--- src/rtl/cpu_types_pkg.sv ---
// cpu_types_pkg: shared CPU word type and the fetch next-PC mode encoding.
package cpu_types_pkg;
    typedef logic [31:0] word_t;
    // Encodings 6 and 7 are unused and decode as SEQ.
    typedef enum logic [2:0] {
        SEQ = 3'd0,
        BR  = 3'd1,
        J   = 3'd2,
        JAL = 3'd3,
        JR  = 3'd4,
        RET = 3'd5
    } pcsrc_t;
endpackage

--- src/rtl/return_address_stack.sv ---
// return_address_stack: circular return-address predictor; a push when full overwrites the oldest entry.
module return_address_stack #(
    parameter int PC_W      = 32,
    parameter int RAS_DEPTH = 4
) (
    input  logic            CLK,
    input  logic            nRST,
    input  logic            push,
    input  logic            pop,
    input  logic            clr,
    input  logic [PC_W-1:0] push_data,
    output logic [PC_W-1:0] top,
    output logic            empty,
    output logic            full
);
    localparam int PW = $clog2(RAS_DEPTH);
    localparam int CW = PW + 1;
    logic [PC_W-1:0] mem [RAS_DEPTH];
    logic [PW-1:0]   ptr;
    logic [CW-1:0]   cnt;
    logic            do_pop;
    assign do_pop = pop && !empty;
    assign top    = mem[ptr];
    assign empty  = cnt == '0;
    assign full   = cnt == CW'(RAS_DEPTH);
    always_ff @(posedge CLK or negedge nRST) begin
        if (!nRST) begin
            ptr <= '0;
            cnt <= '0;
        end else begin
            if (push) ptr <= ptr + 1'b1;
            else if (do_pop) ptr <= ptr - 1'b1;
            cnt <= clr ? '0 : push ? (full ? cnt : cnt + 1'b1) : do_pop ? cnt - 1'b1 : cnt;
        end
    end
    // Entries are only read while the count is non-zero, so they need no reset.
    always_ff @(posedge CLK) begin
        if (push) mem[ptr + 1'b1] <= push_data;
    end
endmodule

--- src/rtl/fetch_pc_unit.sv ---
// fetch_pc_unit: fetch-stage PC register with branch/jump target selection, redirect and RAS return prediction.
module fetch_pc_unit
    import cpu_types_pkg::*;
#(
    parameter int              PC_W      = 32,
    parameter logic [PC_W-1:0] RESET_PC  = '0,
    parameter int              RAS_DEPTH = 4
) (
    input  logic            CLK,
    input  logic            nRST,
    input  logic            ihit,
    input  logic            stall,
    input  pcsrc_t          pcsrc,
    input  logic [15:0]     imm16,
    input  logic [25:0]     jaddr,
    input  logic [PC_W-1:0] regval,
    input  logic            redirect_en,
    input  logic [PC_W-1:0] redirect_pc,
    input  logic            ras_clr,
    output logic [PC_W-1:0] imemaddr,
    output logic [PC_W-1:0] npc,
    output logic            ras_empty,
    output logic            ras_full
);
    logic [PC_W-1:0] pc, next_pc, br_tgt, j_tgt, ras_top;
    logic            upd, push, pop;
    assign imemaddr = pc;
    assign npc      = pc + PC_W'(4);
    assign br_tgt   = npc + {{(PC_W-18){imm16[15]}}, imm16, 2'b00};
    assign j_tgt    = (npc & ~PC_W'(28'hFFF_FFFF)) | PC_W'({jaddr, 2'b00});
    // Redirect outranks a normal fetch step and leaves the RAS alone.
    assign upd  = ihit && !stall && !redirect_en;
    assign push = upd && pcsrc == JAL;
    assign pop  = upd && pcsrc == RET && !ras_empty;
    always_comb begin
        next_pc = redirect_en                 ? redirect_pc :
                  pcsrc == BR                 ? br_tgt :
                  (pcsrc == J || pcsrc == JAL) ? j_tgt :
                  pcsrc == JR                 ? regval :
                  pcsrc == RET                ? (ras_empty ? regval : ras_top) :
                                                npc;
    end
    always_ff @(posedge CLK or negedge nRST) begin
        if (!nRST) pc <= RESET_PC;
        else if (redirect_en || upd) pc <= next_pc;
    end
    return_address_stack #(.PC_W(PC_W), .RAS_DEPTH(RAS_DEPTH)) u_ras (
        .CLK       (CLK),
        .nRST      (nRST),
        .push      (push),
        .pop       (pop),
        .clr       (ras_clr),
        .push_data (npc),
        .top       (ras_top),
        .empty     (ras_empty),
        .full      (ras_full)
    );
endmodule

--- config.mk ---
export PLATFORM = sky130hd
export DESIGN_NAME = fetch_pc_unit
export DESIGN_NICKNAME = d
export VERILOG_FILES = /design/src/rtl/cpu_types_pkg.sv /design/src/rtl/return_address_stack.sv /design/src/rtl/fetch_pc_unit.sv
export SDC_FILE = /design/constraint.sdc
export NUM_CORES = 1
export LEC_CHECK = 0
export BUFFER_PORTS_ARGS = -buffer_cell sky130_fd_sc_hd__buf_2
export CAP_MARGIN = 30
export CORE_MARGIN = 2
export CORE_UTILIZATION = 42
export CTS_CLUSTER_DIAMETER = 50
export DETAILED_ROUTE_END_ITERATION = 16
export GPL_ROUTABILITY_DRIVEN = 0
export PLACE_DENSITY = 0.7
export SLEW_MARGIN = 5
export SYNTH_ARGS = -nofsm -noshare
export SYNTH_HDL_FRONTEND = slang
export SYNTH_SLANG_ARGS = --single-unit
--- constraint.sdc ---
create_clock -name CLK -period 10.8 [get_ports CLK]
set_clock_uncertainty 0.2 [all_clocks]
set_input_delay 0 -clock CLK [delete_from_list [all_inputs] [get_ports CLK]]
set_output_delay 0 -clock CLK [all_outputs]
set_load 0.1 [all_outputs]
==> Flow_metrics.wiki <==
{| class="wikitable"
! Metric !! Value
|-
| Largest cells by area after synthesis || sky130_fd_sc_hd__edfxtp_1 (39%), sky130_fd_sc_hd__dfrtp_1 (9.3%), sky130_fd_sc_hd__mux4_2 (7.2%)
|-
| Number of buffers on the longest clock path || 2
|-
| CTS Root Buffer Type || sky130_fd_sc_hd__clkbuf_16
|-
| Synthesized area || 9956 sq um
|-
| CP max FO || 8
|-
| Number of nets in the layout || 1299
|-
| Actual slew at the worst max-slew pin || 1.001 ns
|-
| Count of buffers added by post-CTS timing repair for setup || 0
|-
| Unique masters post-synth || 69
|-
| Setup TNS after final layout || 0 ns
|-
| Number of nets produced by synthesis || 1075
|-
| TritonCTS clock tree || done
|-
| Portion of synthesized cell area occupied by the leading cell type || 0.3861
|-
| Post-Place Cells || 1384
|-
| Final WL || 32.88 mm
|-
| Aggregate global routing overflow || 0
|-
| Violation count after the first detailed-routing iteration || 1134
|-
| Worst rel slew slack || 0.3279
|-
| Total half-perimeter wirelength after legalization and detailed placement || 22.91 mm
|-
| Number of standard cells after synthesis || 918
|-
| Initial antenna violation count || 0
|-
| Nature of the critical path endpoint || flip-flop
|-
| Utilization after layout || 0.5283
|-
| Number of buffers added by the clock tree synthesis step || 17
|-
| Combined area of the multi-input logic cells || 4872 sq um
|-
| Area used by sequential logic in the layout || 4771 sq um
|-
| Count of input and output buffers || 180
|-
| Final critical delay including setup and external delays || 5.113 ns
|-
| GRT Util Overall || 0.2624
|-
| Clock Latency Late Sink || 0.43 ns
|-
| Count of boundary I/O pins || 181
|-
| Maximum frequency from static timing analysis || 0.1956 GHz
|-
| Finished Layout Cells || 1474
|-
| Pin count of the biggest net entering global routing || 67
|-
| Die Footprint || 24950 sq um
|-
| Clock sink total || 165
|-
| Wire length per cell after detailed routing || 22.30 um
|-
| Synth warn || 0
|-
| Static power due to leakage || 0.004879 uW
|-
| Number of register bits inferred by synthesis || 165
|-
| Worst Hold Class || in -> reg
|-
| Setup violators final || 0
|-
| Share of the yosys chip area belonging to registers || 0.4791
|-
| Via count || 8812
|-
| H-tree lvl count || 4
|-
| Fillers || 2131
|-
| Final count of pins violating max slew || 0
|-
| Final critical-path share of the clock period || 0.4734
|-
| Power density of the placed cells || 173.4 nW/um^2
|-
| ANT cells || 0
|-
| CTS clock-pin slew for the worst setup and hold paths || 0.07 ns
|-
| Number of endpoints with negative hold slack in the final report || 0
|-
| DRT Pass-1 Iters || 5
|-
| Critical path type || reg -> reg
|-
| Remaining antenna violation count after routing || 0
|-
| Number of enable-type register cells in the synthesized netlist || 128
|-
| Worst EP arrival || 5.22 ns
|-
| Number of global-route vias before repair || 8206
|-
| Width of the chip || 158.0 um
|-
| Result of the run || finished, final reports clean
|-
| Final routed DRC violation total || 0
|-
| Top cell type by total area after synthesis || sky130_fd_sc_hd__edfxtp_1
|-
| Relative area change from synthesis to final layout || 24.18%
|-
| Global-route wire length before repair || 48.09 mm
|-
| Data required time at the worst endpoint || 10.91 ns
|-
| RSZ-0062 raised after global routing || false
|-
| Synth Area per Inst || 10.85 sq um
|-
| Async set or reset register ratio after synthesis || 0.2242
|-
| MaxCap Viol Count || 0
|-
| Worst hold margin || 0.007974 ns
|-
| Ratio of cells with drive above 1 in the final layout || 0.2494
|-
| Worst IR drop on VDD || 0.0001050 V
|-
| Core Region || 23400 sq um
|-
| Initial Util || 0.4254
|-
| Setup crit start kind || flip-flop
|-
| Die Span Y || 158.0 um
|-
| Primary flip-flop cell chosen by synthesis mapping || sky130_fd_sc_hd__edfxtp_1
|-
| Vias per cell || 5.978
|-
| Row Count || 56
|}
## path summary, 6_finish.rpt
check | start | slack, ns | cells past startpoint | endpoint
max reg2reg | imemaddr[2]$_DFFE_PN0P_ | 5.69 | 15 | imemaddr[29]$_DFFE_PN0P_
min in group asynchronous | nRST | 0.46 | 4 | u_ras.cnt[0]$_DFFE_PN0P_
min | jaddr[2] | 0.008 | 5 | imemaddr[4]$_DFFE_PN0P_
min reg2reg | imemaddr[0]$_DFFE_PN0P_ | 0.37 | 0 | u_ras.mem[3][0]$_DFFE_PP_
max | imemaddr[2]$_DFFE_PN0P_ | 5.69 | 15 | imemaddr[29]$_DFFE_PN0P_
max in group asynchronous | nRST | 8.92 | 5 | imemaddr[13]$_DFFE_PN0P_
## through the flow
step,setup WS (ns),total power (uW),area [sq um]
after floorplan,4.610,1369,9956
after global placement,6.382,1532,11180
after detailed placement,6.239,1541,11210
after CTS,5.776,2135,12340
after global routing,5.364,2221,12360
final,5.687,2144,12360
## logic make-up after synthesis
logic type / Yosys count / share of synthesized area
AO/OA/AOI/OAI: 262 / 0.1734
buffers and inverters: 80 / 0.03330
AND/OR/NAND/NOR: 271 / 0.1263
XOR/XNOR: 54 / 0.04901
multiplexers: 44 / 0.08458
adder cells (fa/ha/maj): 42 / 0.05429
flip-flops: 165 / 0.4791
## cells in the mapped netlist, types with 14 or more instances
cell and number:
sky130_fd_sc_hd__nor2_1 65, sky130_fd_sc_hd__ha_1 40, sky130_fd_sc_hd__dfrtp_1 37, sky130_fd_sc_hd__inv_1 28
sky130_fd_sc_hd__xor2_1 18, sky130_fd_sc_hd__clkbuf_1 35, sky130_fd_sc_hd__a21oi_1 74, sky130_fd_sc_hd__a221oi_1 14
sky130_fd_sc_hd__nand2_1 123, sky130_fd_sc_hd__mux4_2 32, sky130_fd_sc_hd__nand3_1 18, sky130_fd_sc_hd__edfxtp_1 128
sky130_fd_sc_hd__xnor2_1 34, sky130_fd_sc_hd__o21ai_0 56, sky130_fd_sc_hd__a211oi_1 18
## area by class of cell
type                    instances  share of cell area
well taps                     319             0.03228
multi-input cells             673              0.3941
repair buffers                257              0.1344
flip-flops and latches        165              0.3859
clock buffers                  21             0.03643
inverters                      28            0.008501
clock inverters                11            0.008400
## flip-flops by register name, indices dropped and copies added, names as in the netlist
signal and flops:
imemaddr 32, u_ras.cnt 3, u_ras.mem 128, u_ras.ptr 2
## worst max-delay path, stage by stage, from the launching register on
cell	delay, ns
sky130_fd_sc_hd__dfrtp_1	0.46
sky130_fd_sc_hd__ha_1	0.25
sky130_fd_sc_hd__and4_1	0.33
sky130_fd_sc_hd__nand4_1	0.31
sky130_fd_sc_hd__nor2_1	0.23
sky130_fd_sc_hd__xor2_1	0.49
sky130_fd_sc_hd__ha_1	0.42
sky130_fd_sc_hd__a21oi_2	0.17
sky130_fd_sc_hd__o211ai_1	0.14
sky130_fd_sc_hd__a21o_1	0.21
sky130_fd_sc_hd__a221oi_2	0.32
sky130_fd_sc_hd__a211oi_2	0.15
sky130_fd_sc_hd__o41ai_2	0.34
sky130_fd_sc_hd__mux2i_1	0.24
sky130_fd_sc_hd__a31oi_1	0.11
sky130_fd_sc_hd__dlygate4sd3_1	0.62
## layer usage
metal  wire [um]  GRT usage  share of wire
met1       13260     0.3594           0.40
met2       15200     0.4147           0.46
met3        3327    0.04955           0.10
met4        1088     0.1021          0.033
met5           0          0              0
## power breakdown
part           total [uW]  switching (uW)  internal (uW)
Clock                 580             256            324
Sequential            764            47.0            717
Combinational         800             522            278
Total                2140             825           1320
## layout by cell type (no fill, tap or decap), types with 11 or more instances in the layout
master	n
sky130_fd_sc_hd__mux2i_1	11
sky130_fd_sc_hd__buf_2	180
sky130_fd_sc_hd__o22ai_1	11
sky130_fd_sc_hd__nand2_1	123
sky130_fd_sc_hd__edfxtp_1	128
sky130_fd_sc_hd__a21o_1	11
sky130_fd_sc_hd__xor2_1	18
sky130_fd_sc_hd__inv_1	28
sky130_fd_sc_hd__mux4_2	32
sky130_fd_sc_hd__nor2_1	65
sky130_fd_sc_hd__a211oi_1	18
sky130_fd_sc_hd__nand3_1	18
sky130_fd_sc_hd__ha_1	40
sky130_fd_sc_hd__clkbuf_16	17
sky130_fd_sc_hd__a21oi_1	74
sky130_fd_sc_hd__dlygate4sd3_1	57
sky130_fd_sc_hd__dfrtp_1	36
sky130_fd_sc_hd__xnor2_1	34
sky130_fd_sc_hd__o21ai_0	56
sky130_fd_sc_hd__a221oi_1	14
sky130_fd_sc_hd__buf_4	18
## repair_timing
action / in CTS / in global routing
endpoints found under the hold margin: 73 / 0
hold buffers: 57 / 0
gates resized for setup: 0 / 0
Power figures use the tool's default switching activity.
